[config.mk]
export PLATFORM = sky130hd
export DESIGN_NAME = seq_signed_divider
export DESIGN_NICKNAME = d
export VERILOG_FILES = /design/src/rtl/arith_pkg.sv /design/src/rtl/udiv_step.sv /design/src/rtl/seq_signed_divider.sv
export SDC_FILE = /design/constraint.sdc
export NUM_CORES = 1
export LEC_CHECK = 0
export ABC_AREA = 1
export CORE_UTILIZATION = 60
export CTS_BUF_LIST = sky130_fd_sc_hd__clkbuf_4 sky130_fd_sc_hd__clkbuf_8
export DETAILED_ROUTE_END_ITERATION = 12
export GPL_TIMING_DRIVEN = 0
export PLACE_DENSITY = 0.84
export SLEW_MARGIN = 0
export SYNTH_ARGS = -nofsm -noshare
export SYNTH_HDL_FRONTEND = slang
export SYNTH_SLANG_ARGS = --single-unit
export TNS_END_PERCENT = 30
[constraint.sdc]
create_clock -name clk -period 2.9 [get_ports clk]
set_clock_uncertainty 0.15 [all_clocks]
set_input_delay 0.725 -clock clk [delete_from_list [all_inputs] [get_ports clk]]
set_output_delay 0.725 -clock clk [all_outputs]
set_load 0.005 [all_outputs]
[src/rtl/arith_pkg.sv]
// Shared arithmetic-unit definitions:
// divider state encoding and two's-complement helpers.
package arith_pkg;

  localparam int ARITH_WIDTH = 4;
  localparam int ARITH_MAXW  = 64;

  typedef enum logic [1:0] {
    IDLE = 2'd0,
    CALC = 2'd1,
    SIGN = 2'd2,
    DONE = 2'd3
  } div_state_e;

  // Two's-complement negate on a wide, pre-extended operand.
  function automatic logic [ARITH_MAXW-1:0] tc_neg(
    input logic [ARITH_MAXW-1:0] x
  );
    return ~x + ARITH_MAXW'(1);
  endfunction

  // Magnitude of a sign-extended operand; callers truncate the result.
  function automatic logic [ARITH_MAXW-1:0] tc_abs(
    input logic [ARITH_MAXW-1:0] x
  );
    return x[ARITH_MAXW-1] ? tc_neg(x) : x;
  endfunction

endpackage

[src/rtl/udiv_step.sv]
// One restoring-division iteration on unsigned magnitudes:
// shift in one dividend bit, trial-subtract, keep or restore.
module udiv_step #(
  parameter int W = 4
) (
  input  logic [W:0] rem_i,
  input  logic       bit_i,
  input  logic [W:0] dvs_i,
  output logic [W:0] rem_o,
  output logic       q_o
);

  logic [W+1:0] sh;
  logic [W+1:0] diff;

  // Partial remainder stays below the divisor, so W+2 bits hold the sign.
  always_comb begin
    sh    = {rem_i, bit_i};
    diff  = sh - {1'b0, dvs_i};
    q_o   = ~diff[W+1];
    rem_o = q_o ? diff[W:0] : sh[W:0];
  end

endmodule

[src/rtl/seq_signed_divider.sv]
// Multi-cycle signed divider, one quotient bit per clock.
// Magnitudes are divided, then signs are fixed up in one extra cycle.
module seq_signed_divider
  import arith_pkg::*;
#(
  parameter int WIDTH = ARITH_WIDTH
) (
  input  logic             clk,
  input  logic             rst,
  input  logic             start,
  input  logic [WIDTH-1:0] dividend,
  input  logic [WIDTH-1:0] divisor,
  output logic             ready,
  output logic             done,
  output logic [WIDTH-1:0] quotient,
  output logic [WIDTH-1:0] remainder,
  output logic             div_by_zero,
  output logic             overflow
);

  localparam int CW = $clog2(WIDTH + 1);

  div_state_e       state_q;
  logic [CW-1:0]    cnt_q;
  logic [WIDTH:0]   pr_q;
  logic [WIDTH:0]   dq_q;
  logic [WIDTH:0]   ds_q;
  logic [WIDTH-1:0] dvd_q;
  logic             q_neg_q;
  logic             dz_q;
  logic             ov_q;

  logic             ready_q;
  logic             done_q;
  logic [WIDTH-1:0] quo_q;
  logic [WIDTH-1:0] rem_q;
  logic             dz_o_q;
  logic             ov_o_q;

  logic [ARITH_MAXW-1:0] dvd_ext;
  logic [ARITH_MAXW-1:0] dvs_ext;
  logic [WIDTH:0]        dvd_mag_d;
  logic [WIDTH:0]        dvs_mag_d;
  logic [WIDTH-1:0]      quo_d;
  logic [WIDTH-1:0]      rem_d;
  logic [WIDTH:0]        pr_d;
  logic                  qbit_d;

  udiv_step #(.W(WIDTH)) u_step (
    .rem_i (pr_q),
    .bit_i (dq_q[WIDTH-1]),
    .dvs_i (ds_q),
    .rem_o (pr_d),
    .q_o   (qbit_d)
  );

  // Operand magnitudes for loading and signed results for the fix-up.
  always_comb begin
    dvd_ext   = {{(ARITH_MAXW-WIDTH){dividend[WIDTH-1]}}, dividend};
    dvs_ext   = {{(ARITH_MAXW-WIDTH){divisor[WIDTH-1]}}, divisor};
    dvd_mag_d = (WIDTH+1)'(tc_abs(dvd_ext));
    dvs_mag_d = (WIDTH+1)'(tc_abs(dvs_ext));
    quo_d     = q_neg_q ? WIDTH'(tc_neg(ARITH_MAXW'(dq_q)))
                        : WIDTH'(dq_q);
    rem_d     = dvd_q[WIDTH-1] ? WIDTH'(tc_neg(ARITH_MAXW'(pr_q)))
                               : WIDTH'(pr_q);
  end

  // Control FSM with datapath registers and registered outputs.
  always_ff @(posedge clk) begin
    if (rst) begin
      state_q <= IDLE;
      cnt_q   <= '0;
      pr_q    <= '0;
      dq_q    <= '0;
      ds_q    <= '0;
      dvd_q   <= '0;
      q_neg_q <= 1'b0;
      dz_q    <= 1'b0;
      ov_q    <= 1'b0;
      ready_q <= 1'b1;
      done_q  <= 1'b0;
      quo_q   <= '0;
      rem_q   <= '0;
      dz_o_q  <= 1'b0;
      ov_o_q  <= 1'b0;
    end else begin
      done_q <= 1'b0;
      unique case (state_q)
        IDLE, DONE: begin
          if (start) begin
            dvd_q   <= dividend;
            q_neg_q <= dividend[WIDTH-1] ^ divisor[WIDTH-1];
            dz_q    <= (divisor == '0);
            ov_q    <= (dividend == {1'b1, {(WIDTH-1){1'b0}}}) &&
                       (divisor == '1);
            dq_q    <= dvd_mag_d;
            ds_q    <= dvs_mag_d;
            pr_q    <= '0;
            cnt_q   <= CW'(WIDTH);
            ready_q <= 1'b0;
            state_q <= CALC;
          end else begin
            ready_q <= 1'b1;
            state_q <= IDLE;
          end
        end
        CALC: begin
          pr_q  <= pr_d;
          dq_q  <= {dq_q[WIDTH-1:0], qbit_d};
          cnt_q <= cnt_q - CW'(1);
          if (cnt_q == CW'(1)) begin
            state_q <= SIGN;
          end
        end
        SIGN: begin
          if (dz_q) begin
            quo_q <= '1;
            rem_q <= dvd_q;
          end else begin
            quo_q <= quo_d;
            rem_q <= rem_d;
          end
          dz_o_q  <= dz_q;
          ov_o_q  <= ov_q;
          done_q  <= 1'b1;
          ready_q <= 1'b1;
          state_q <= DONE;
        end
        default: begin
          ready_q <= 1'b1;
          state_q <= IDLE;
        end
      endcase
    end
  end

  assign ready       = ready_q;
  assign done        = done_q;
  assign quotient    = quo_q;
  assign remainder   = rem_q;
  assign div_by_zero = dz_o_q;
  assign overflow    = ov_o_q;

endmodule

* Yosys cells after proc, flatten, opt, wreduce, memory -nomap -nowiden
Cells that the tools add are included.
** Word-level totals
- Bits of input ports :: 11
- Output and inout port bits :: 12
- Logic and storage cells :: 62
- Bits in registers :: 38
** Operators by class
- Reductions and logical operators :: 8
- Add/sub/neg operators :: 6
- Bitwise logic cells :: 6
- Multiplexer cells :: 19
- Equal/unequal tests :: 8
** Operators with widths (number)
- $mux W4 :: 6
- $mux W5 :: 3
- $add A4 B1 Y4 const B :: 3
- $not A4 Y4 :: 3
- $pmux W5 S2 :: 1
- $eq A4 B4 Y1 const B :: 2
- $pmux W4 S2 :: 1
- $pmux W2 S3 :: 1
- $pmux W3 S2 :: 1
- $sub A6 B5 Y6 :: 1
- $add A5 B1 Y5 const B :: 1
- $not A5 Y5 :: 1
- $eq A2 B2 Y1 const B :: 2
- $logic_not A4 Y1 :: 1
- $ne A2 B2 Y1 const B :: 2
- $reduce_and A2 Y1 :: 2
- $reduce_bool A2 Y1 :: 2
- $eq A3 B1 Y1 const B :: 1
- $mux W1 :: 3
- $mux W3 :: 1
- $sub A3 B1 Y3 const B :: 1
- $eq A2 B1 Y1 const B :: 1
- $logic_not A2 Y1 :: 1
- $mux W2 :: 1
- other kinds (5) :: 5

* Logic depth before layout (Yosys ltp)
Gate-level depths: netlist (run 1).
- Word-level depth :: 5
- Gate-level depth with buffers :: 11
- Depth with buffers taken out :: 11

* Modules after synthesis
A second synthesis (run 1) with hierarchy kept.
** Unflattened totals
- Cells, all modules :: 301
- Area total of the unflattened synthesis :: 2133.3 um^2
** By module, submodules not included
- seq_signed_divider :: times used 1, area each 1775.5 um^2, cells an instance 241, sequential area each 760.7 um^2
- udiv_step :: times used 1, area each 357.8 um^2, cells an instance 60, sequential area each 0.0 um^2

* Worst setup path before layout (run 1)
No wires, ideal clock.
- Kind :: flip-flop to flip-flop
- Start :: reg dq_q[3]
- End :: reg pr_q[4]
- Data arrival time :: 1.489 ns
- Setup slack :: 1.128 ns
- Clock period less this slack :: 1.772 ns
- Required time :: 2.618 ns
- Library setup time :: 0.132 ns
- Buffers on the path :: 0
- Stages on the path, launching flop included :: 11
- Cell sequence :: dfxtp_1 inv_1 ha_1 fa_1 nand3b_1 nand2_1 nand2_1 nand2_1 nand3_1 nand3_1 a21oi_1
** Between the ends
- Cells in the longest elaborated chain, start to end :: 3
** RTL lines
- start: declaration :: line seq_signed_divider.sv:26 : logic [WIDTH:0] dq_q;
- start signal: assignment :: line seq_signed_divider.sv:97 : dq_q <= dvd_mag_d;
- start signal: assignment :: line seq_signed_divider.sv:110 : dq_q <= {dq_q[WIDTH-1:0], qbit_d};
- $sub A6 B5 Y6 :: line udiv_step.sv:19 : diff = sh - {1'b0, dvs_i};
- $mux W5 :: line udiv_step.sv:21 : rem_o = q_o ? diff[W:0] : sh[W:0];
- $pmux W5 S2 :: line seq_signed_divider.sv:89 : unique case (state_q)
- end signal: assignment :: line seq_signed_divider.sv:109 : pr_q <= pr_d;
- end: declaration :: line seq_signed_divider.sv:25 : logic [WIDTH:0] pr_q;
No other way between the ends.
A chain may end at the register's enable or synchronous reset.

* Worst setup path after layout (run 1)
- Start :: reg quo_q[3], in the netlist quotient[3]
- End :: out quotient[3]
** RTL lines
- start: declaration :: line seq_signed_divider.sv:35 : logic [WIDTH-1:0] quo_q;
- start signal: assignment :: line seq_signed_divider.sv:121 : quo_q <= quo_d;
- end: declaration :: line seq_signed_divider.sv:15 : output logic [WIDTH-1:0] quotient,
No word-level cell between the ends.

==> summary.md, run 1 <==
| Metric | Value |
|---|---|
| Largest net degree at the start of global routing | 12 |
| Clock transition at the registers of the reported paths | 0.12 ns |
| GRT overflow | 0 |
| Die W | 60.23 µm |
| Synth area leader | dfxtp_1 |
| Rows | 20 |
| Mapped Nets | 307 |
| Residual DRC | 0 |
| Post-Syn Area | 2034 µm² |
| DR WL/cell | 13.10 µm |
| Vias in the first global route | 1650 |
| Synthesized area per cell | 7.266 µm² |
| Global placement routability congestion | 0.8835 |
| Worst hold-check path type | reg2reg |
| Critical path class | reg2out |
| Slew Viols, Final | 0 |
| CTS Buf Count | 5 |
| DRT Pass-1 Iters | 5 |
| Max Freq | 0.4730 GHz |
| CTS tree | built |
| Placed Instance Area | 2310 µm² |
| Synth cell types | 27 |
| Fraction of layout cells with a size suffix above 1 | 0.06452 |
| CP max stage cell | clkdlybuf4s50_1 |
| GRT Total Usage | 0.2838 |
| PD cells | 820.0 nW/µm² |
| Crit path max-delay family | buffers and inverters |
| Final Hold Viols | 0 |
| Cells resized by post-CTS repair | 0 |
| Initial antenna violation count | 0 |
| First-pass GRT wire length | 7541 µm |
| Maximum capacitance violations | 0 |
| Die H | 60.23 µm |
| Hold_buf cts | 0 |
| YS warnings | 0 |
| Startpoint Class | flip-flop |
| Starting Density | 0.6504 |
| Vias after detailed routing | 1948 |
| Clk sinks | 38 |
| Fin crit period | 2.114 ns |
| Relative slew slack | 0.6027 |
| Worst-margin pin slew | 0.5960 ns |
| Initial DRC Count | 155 |
| H-tree depth | 2 |
| CP cell instances | clkdlybuf4s50_1 |
| Yosys top cell area share | 0.3739 |
| Area grow syn2layout | 16.67% |
| Required @ worst endpoint | 2.03 ns |
| WL final | 4639 µm |
| Number of buffers and inverters on the critical path | 1 |
| CTS Buffer Depth | 2 |
| RSZ-0062 raised after global routing | no |
| Final Cell Area | 2374 µm² |
| Port Buffers | 22 |
| Total negative setup slack | 0 ns |
| NumNets Final | 336 |
| Flops & latches, synth | 38 |
| Root buffer cell | clkbuf_4 |
| Drt via density | 5.503 |
| Static leakage | 1.025 nW |
| Crit end category | primary output |
| Status | finished clean |
| Area contributors post-synth | dfxtp_1 (37%), ha_1 (9.2%), nand2_1 (8.7%) |
| Max IR drop VDD | 0.4398 mV |
| Fill cell count | 259 |
| Core box area | 3128 µm² |
| I/O pin count | 23 |
| Clk_lat worst skew | 0.35 ns |
| # setup viols final | 0 |
| Die area | 3628 µm² |
| Arrival time worst endpoint | 1.24 ns |
| Routed Antenna Nets | 0 |
| Mapped Cells | 280 |
| Detail Placement HPWL | 3533 µm |
| Diodes inserted | 0 |
| Worst path max stage delay | 0.52 ns |
| Post-synthesis sequential area ratio | 0.3739 |
| Period utilisation layout | 0.7290 |
| Critical path fanouts, max | 2 |
| Setup bufs post-CTS | 0 |
[metal layers]
layer  routed length (µm)  part of all wire  track usage  up-vias
met5                    0                 0            0        -
met4                   45            0.0097      0.09635        0
met3                  313             0.067      0.04545        9
met2                 2085              0.45       0.4411       84
met1                 2195              0.47       0.3958      861
li1                     -                 -            -      994
[worst paths after layout]
path                                  start     endpoint  slack, ns  cells after the start
worst max-delay path            quotient[3]  quotient[3]       0.79                      1
worst min-delay path                  ready        ready       0.32                      2
worst max register to register   state_q[0]      dq_q[1]       0.86                     10
worst min register to register        ready        ready       0.32                      2
[Yosys cell counts, drive strengths merged]
| cell type | n |
|---|---|
| o21ai | 18 |
| inv | 48 |
| a211oi | 1 |
| xor2 | 3 |
| nor2 | 19 |
| a31oi | 7 |
| o22ai | 2 |
| o221ai | 2 |
| a221oi | 1 |
| nand2 | 51 |
| dfxtp | 38 |
| a21oi | 28 |
| clkbuf | 4 |
| nand3 | 26 |
| buf | 2 |
| nor3 | 5 |
| o211ai | 3 |
| nand4 | 3 |
| fa | 1 |
| nand3b | 3 |
| ha | 15 |
[cells in the final DEF (no fill, tap or decap), types with 2 or more instances in the layout]
cell type / netlist / routed
nor2_1: 19 / 19
ha_1: 15 / 15
a21oi_1: 26 / 26
buf_2: 2 / 2
clkbuf_4: 0 / 6
nand2_2: 4 / 4
a31oi_1: 7 / 7
nand2_1: 47 / 47
inv_1: 45 / 45
o211ai_1: 3 / 3
nand4_1: 3 / 3
nand3b_1: 3 / 3
clkbuf_1: 4 / 4
nor3_1: 5 / 5
o221ai_1: 2 / 2
o21ai_0: 18 / 18
nand3_1: 25 / 25
o22ai_1: 2 / 2
xor2_1: 3 / 3
inv_2: 2 / 2
clkdlybuf4s50_1: 0 / 22
dfxtp_1: 38 / 38
[metrics by stage]
step | power (mW) | worst slack, ns | hold WS (ns) | instances | utilization
5_1_grt | 2.103 | 0.6924 | 0.3425 | 354 | 0.7588
6_report | 1.946 | 0.7858 | 0.3202 | 354 | 0.7588
3_5_place_dp | 1.635 | 0.5005 | 0.2952 | 346 | 0.7384
2_1_floorplan | 1.371 | 1.128 | 0.2779 | 280 | -
4_1_cts | 1.930 | 0.7776 | 0.3198 | 354 | 0.7588
3_3_place_gp | 1.607 | 0.5149 | 0.2876 | 346 | 0.7384
[sequential cells by signal (all words and copies together), names as in the netlist, 2 cells and up]
name / count
ds_q: 5
pr_q: 5
dq_q: 4
dvd_q: 4
quotient: 4
remainder: 4
cnt_q: 3
state_q: 2
[power breakdown]
part           internal, mW  switching (mW)
registers             0.647          0.0871
clock network         0.127           0.170
logic                 0.365           0.551
[cells by family after synthesis]
kind of cell | synth area share
buf+inv | 0.1021
simple gates | 0.2331
compound gates | 0.1759
fa+ha+maj | 0.1021
xor+xnor | 0.01292
flops | 0.3739
[cell type report]
| type | instances | area (µm²) | area share |
|---|---|---|---|
| sequential | 38 | 760.7 | 0.3205 |
| clock inverter | 1 | 5.005 | 0.002109 |
| multi-input combinational | 188 | 1066 | 0.4491 |
| tap | 44 | 55.05 | 0.02319 |
| inverter | 48 | 182.7 | 0.07696 |
| clock buffer | 7 | 58.81 | 0.02478 |
| buffer | 6 | 25.02 | 0.01054 |
| timing repair buffer | 22 | 220.2 | 0.09278 |
No activity file was read; power rests on OpenSTA's default activity.
==> run 2: changes to the inputs <==
CORE_UTILIZATION = 58   (was 60)
PLACE_DENSITY = 0.82   (was 0.84)
clock period = 2.1 ns   (was 2.9 ns; I/O delays follow)
==> summary.md, run 2 (synthesized netlist as in run 1, its figures left out) <==
| Metric | Value |
|---|---|
| Status | finished clean |
| Arrival time worst endpoint | 2.00 ns (+0.76 ns) |
| Initial antenna violation count | 0 (unchanged) |
| PD cells | 1180 nW/µm² (+44%) |
| Clk sinks | 38 (unchanged) |
| Met2 Wirelength | 2278 µm (+9.3%) |
| Slew Viols, Final | 0 (unchanged) |
| Required @ worst endpoint | 2.17 ns (+0.14 ns) |
| Root buffer cell | clkbuf_4 |
| CTS Buf Count | 5 (unchanged) |
| Area grow syn2layout | 18.14% |
| Maximum capacitance violations | 0 (unchanged) |
| First-pass GRT wire length | 7665 µm (+1.6%) |
| Core box area | 3337 µm² (+6.7%) |
| Fin crit period | 1.932 ns |
| WL final | 4833 µm (+4.2%) |
| Largest net degree at the start of global routing | 12 (unchanged) |
| Worst path max stage delay | 0.37 ns (-0.15 ns) |
| Fill cell count | 292 (+13%) |
| Max IR drop VDD | 0.7970 mV (+81%) |
| Placed Instance Area | 2312 µm² (+0.11%) |
| Wire length on met1 | 2125 µm (-3.2%) |
| Top Registers | ds_q x5, pr_q x5 |
| CTS Buffer Depth | 2 (unchanged) |
| H-tree depth | 2 (unchanged) |
| CP max stage cell | dfxtp_1 |
| Worst hold-check path type | reg2reg |
| Final Hold Viols | 0 (unchanged) |
| Reg2Reg Depth | 10 (unchanged) |
| Diodes inserted | 0 (unchanged) |
| RSZ-0062 raised after global routing | no |
| Vias in the first global route | 1747 (+5.9%) |
| Clock transition at the registers of the reported paths | 0.11 ns (about the same) |
| Place WS | -0.1230 ns (-0.6235 ns) |
| CP cell instances | inv_1 > ha_1 > fa_2 > nand3b_1 > nand2_1 > nand2_1 > nand2_1 > nand3_1 > nand3_1 > a21oi_1 |
| Reg2Reg Setup Slack | 0.17 ns (-0.69 ns) |
| WHS Endpoint | ready |
| Register Area | 760.7 µm² (unchanged) |
| Worst-margin pin slew | 0.5854 ns (-0.01065 ns) |
| NumNets Final | 337 (+0.30%) |
| Static leakage | 1.034 nW (+0.93%) |
| Power Total | 2.836 mW (+46%) |
| Max Freq | 0.5176 GHz |
| Hold path depth | 2 (unchanged) |
| Port Buffers | 22 (unchanged) |
| Worst reg2reg endpoint | pr_q[4] |
| Starting Density | 0.6097 (-0.04073) |
| Initial DRC Count | 129 (-17%) |
| Residual DRC | 0 (unchanged) |
| GRT overflow | 0 (unchanged) |
| Wire length on met3 | 284 µm (-9.3%) |
| Critical path fanouts, max | 3 (+1) |
| Vias after detailed routing | 1971 (+1.2%) |
| CTS tree | built |
| Fraction of layout cells with a size suffix above 1 | 0.06774 (+0.003226) |
| Most frequent cells in the layout | nand2_1 (47), inv_1 (45), dfxtp_1 (38) |
| Rows | 21 (+5.0%) |
| Startpoint Class | flip-flop |
| Multi-input gate area | 1069 µm² (+0.23%) |
| Global placement routability congestion | 0.9211 (+4.3%) |
| Crit end category | flip-flop |
| Period utilisation layout | 0.9199 |
| I/O pin count | 23 (unchanged) |
| Setup WS post-layout | 0.1681 ns (-0.6177 ns) |
| Detail Placement HPWL | 3615 µm (+2.3%) |
| Post-layout util | 0.7203 (-0.03852) |
| Reg2reg start | dq_q[3] |
| # setup viols final | 0 (unchanged) |
| Relative slew slack | 0.6098 (+0.007102) |
| Most common cell after layout, fill and taps aside | nand2_1 |
| Most frequent CP cell | nand2_1 |
| Total negative setup slack | 0 ns (unchanged) |
| Drt via density | 5.537 (+0.61%) |
| Die area | 3749 µm² (+3.3%) |
| DRT Pass-1 Iters | 5 (unchanged) |
| Top Layer Used | met4 |
| Critical path class | reg2reg |
| DR WL/cell | 13.58 µm (+3.6%) |
| Routed Antenna Nets | 0 (unchanged) |
| Die W | 61.23 µm (+1.7%) |
| Worst Hold Launch | ready |
| Final Cell Area | 2404 µm² (+1.3%) |
| Clk_lat worst skew | 0.34 ns (about the same) |
| GRT Total Usage | 0.2812 (-0.002664) |
| Die H | 61.23 µm (+1.7%) |
## run 2: cell count changes in the layout (fill, tap and decap cells not counted), sizes merged
cell,previous run,this run
buf,2,3
bufinv,0,1
clkbuf,11,10
clkinv,1,0
## run 2: stage by stage
step,instances,hold slack [ns]
final,356,0.3178
after global routing,356,0.3406
after CTS,355,0.3152
after detailed placement,348,0.2960
after global placement,348,0.2903
after floorplan,280,0.2779
## run 2: routing by layer
| layer | vias up | GRT usage |
|---|---|---|
| li1 | 986 | - |
| met5 | - | 0 |
| met3 | 14 | 0.04622 |
| met4 | 0 | 0.1461 |
| met2 | 81 | 0.4814 |
| met1 | 890 | 0.3385 |
## run 2: worst max path at each step
stage,from,endpoint,slack (ns),cells past startpoint
after floorplan,dq_q[3],pr_q[4],0.33,10
after global placement,start,dq_q[1],-0.09,9
after detailed placement,start,dq_q[1],-0.12,9
after CTS,state_q[0],dq_q[1],0.08,10
after global routing,dq_q[3],pr_q[4],0.06,10
final,dq_q[3],pr_q[4],0.17,10
## run 2: worst max-delay path, delay by kind of cell (launching register included)
family / cells / cell delay [ns]
flip-flops: 1 / 0.37
AO/OA/AOI/OAI: 1 / 0.06
adder cells (fa/ha/maj): 2 / 0.59
buffers and inverters: 1 / 0.09
AND/OR/NAND/NOR: 6 / 0.54
## run 2: layout make-up
class,instances,share of cell area
Clock buffer,6,0.02134
Multi-Input combinational cell,188,0.4446
Inverter,48,0.07600
Timing Repair Buffer,23,0.09474
Tap cell,46,0.02395
Sequential cell,38,0.3165
Clock inverter,1,0.01249
Buffer,6,0.01041
## run 2: timing repair
action                     4_1_cts  5_1_grt
setup buffers                    0        1
hold buffers                     0        0
gates resized for setup          0        1
setup endpoints to repair        0        7
## run 2: report_power, final
part,total (mW),leakage (nW),switching [mW],internal [mW]
Sequential,1.01,0.311,0.122,0.893
Clock,0.520,0.0443,0.243,0.277
Combinational,1.30,0.679,0.782,0.519
Total,2.84,1.03,1.15,1.69
==> run 3: changes to the inputs <==
CELL_PAD_IN_SITES_DETAIL_PLACEMENT = 2   (was default)
CELL_PAD_IN_SITES_GLOBAL_PLACEMENT = 2   (was default)
CORE_UTILIZATION = 33   (was 58)
CTS_CLUSTER_SIZE = 14   (was default)
PLACE_DENSITY = default   (was 0.82)
PLACE_DENSITY_LB_ADDON = 0.1   (was default)
==> summary.md, run 3 (synthesized netlist as in run 1, its figures left out) <==
| Metric | Value |
|---|---|
| Startpoint Class | input port |
| Most frequent cells in the layout | nand2_1 (47), inv_1 (45), dfxtp_1 (36) |
| Vias after detailed routing | 2016 (+2.3%) |
| Pint | 1.944 mW (+15%) |
| Status | finished clean |
| Port Buffers | 22 (unchanged) |
| Sw power | 1.252 mW (+9.1%) |
| DR WL/cell | 16.68 µm (+23%) |
| Diodes inserted | 0 (unchanged) |
| Required @ worst endpoint | 2.10 ns (-0.07 ns) |
| Fraction of layout cells with a size suffix above 1 | 0.08333 (+0.01559) |
| Clk_lat worst skew | 0.29 ns (-0.05 ns) |
| Top Registers | ds_q x5, pr_q x5 |
| PD cells | 1271 nW/µm² (+7.7%) |
| Detail Placement HPWL | 5033 µm (+39%) |
| Slew Viols, Final | 0 (unchanged) |
| Post-layout util | 0.4248 (-0.2955) |
| Worst-margin pin slew | 0.7304 ns (+0.1450 ns) |
| CTS Buffer Depth | 2 (unchanged) |
| Arrival time worst endpoint | 1.95 ns (-0.05 ns) |
| Combinational power share | 0.438 (-0.021) |
| Most common cell after layout, fill and taps aside | nand2_1 |
| Non-Filler Instances | 387 (+8.7%) |
| Initial DRC Count | 85 (-34%) |
| Critical path class | in2reg |
| Period utilisation layout | 0.9278 (+0.007854) |
| Fin crit period | 1.948 ns (+0.01649 ns) |
| Clock transition at the registers of the reported paths | 0.08 ns (-0.03 ns) |
| CTS Buf Count | 5 (unchanged) |
| Fill cell count | 705 (+140%) |
| Place WS | -0.2930 ns (-0.1700 ns) |
| Die area | 6483 µm² (+73%) |
| I/O pin count | 23 (unchanged) |
| First-pass GRT wire length | 10520 µm (+37%) |
| Hold path depth | 2 (unchanged) |
| Switch share | 0.3916 (-0.01289) |
| Vias in the first global route | 2057 (+18%) |
| Global placement routability congestion | 0.7426 (-19%) |
| Final Hold Viols | 0 (unchanged) |
| Starting Density | 0.3436 (-0.2661) |
| Max Freq | 0.5133 GHz (-0.85%) |
| Routed Antenna Nets | 0 (unchanged) |
| CTS tree | built |
| Reg2Reg Depth | 10 (unchanged) |
| Die W | 80.52 µm (+32%) |
| Core box area | 5921 µm² (+77%) |
| Area grow syn2layout | 23.62% |
| Clock power frac | 0.244 (+0.061) |
| Root buffer cell | clkbuf_8 |
| DRT Pass-1 Iters | 4 (-1) |
| H-tree depth | 2 (unchanged) |
| Largest net degree at the start of global routing | 13 (+1) |
| Clk sinks | 38 (unchanged) |
| # setup viols final | 0 (unchanged) |
| Hold_ws | 0.3230 ns (+0.005235 ns) |
| Dpl cells | 377 (+8.3%) |
| Crit end category | flip-flop |
| Static leakage | 1.069 nW (+3.4%) |
| Maximum capacitance violations | 0 (unchanged) |
| RSZ-0062 raised after global routing | no |
| Critical path fanouts, max | 4 (+1) |
| Die H | 80.52 µm (+32%) |
| Max IR drop VDD | 0.4117 mV (-48%) |
| WL final | 6456 µm (+34%) |
| Drt via density | 5.209 (-5.9%) |
| Setup WS post-layout | 0.1516 ns (-0.01649 ns) |
| NumNets Final | 338 (+0.30%) |
| Flop pwr share | 0.318 (-0.040) |
| GRT overflow | 0 (unchanged) |
| Rows | 28 (+33%) |
| Relative slew slack | 0.5131 (-0.09667) |
| Residual DRC | 0 (unchanged) |
| Initial antenna violation count | 0 (unchanged) |
| Worst hold-check path type | reg2reg |
| GRT Total Usage | 0.2182 (-0.06296) |
-- run 3: path summary, 6_finish.rpt --
kind,start,endpoint,slack [ns]
setup / recovery,dividend[0],dq_q[1],0.15
hold reg to reg,remainder[2],remainder[2],0.32
setup reg to reg,dq_q[3],pr_q[4],0.16
hold / removal,remainder[2],remainder[2],0.32
-- run 3: power groups by stage --
stage | clock, mW | combinational [mW] | sequential [mW]
after floorplan | 0 | 0.891 | 1.00
after global placement | 0 | 1.28 | 1.02
after detailed placement | 0 | 1.35 | 1.03
after CTS | 0.796 | 1.38 | 1.02
after global routing | 0.828 | 1.59 | 1.04
final | 0.780 | 1.40 | 1.02
-- run 3: layout make-up --
class / instances / area (µm²) / share of cell area
multi-input combinational: 188 / 1069 / 0.4249
sequential: 38 / 763.2 / 0.3035
timing repair buffer: 24 / 235.2 / 0.09353
inverter: 48 / 185.2 / 0.07363
tap: 75 / 93.84 / 0.03731
clock buffer: 6 / 82.58 / 0.03284
clock inverter: 2 / 60.06 / 0.02388
buffer: 6 / 26.28 / 0.01045
-- run 3: metal layers --
metal	vias up	global-route usage	wire length, µm	share of wire
met5	-	0	0	0
met4	0	0.03750	39	0.0060
met3	4	0.03750	189	0.029
met2	32	0.3619	3035	0.47
met1	993	0.2967	3192	0.49
li1	987	-	-	-
-- run 3: worst max-delay path: stages --
cell	delay (ns)
clkdlybuf4s50_1	0.57
inv_1	0.07
ha_1	0.28
o21ai_0	0.19
o22ai_1	0.13
a21oi_1	0.14
nor2_1	0.05
-- run 3: what timing repair did --
action,4_1_cts,5_1_grt
resized for setup,0,6
endpoints found under the setup margin,8,10
hold buffers,0,0
buffers inserted,1,1
pin swaps,0,1
-- run 3: per-stage QoR --
stage	TNS, ns	instance area, µm²	power, mW
2_1_floorplan	0	2034	1.893
3_3_place_gp	-3.203	2349	2.306
3_5_place_dp	-4.142	2349	2.382
4_1_cts	0	2499	3.197
5_1_grt	0	2515	3.457
6_report	0	2515	3.196
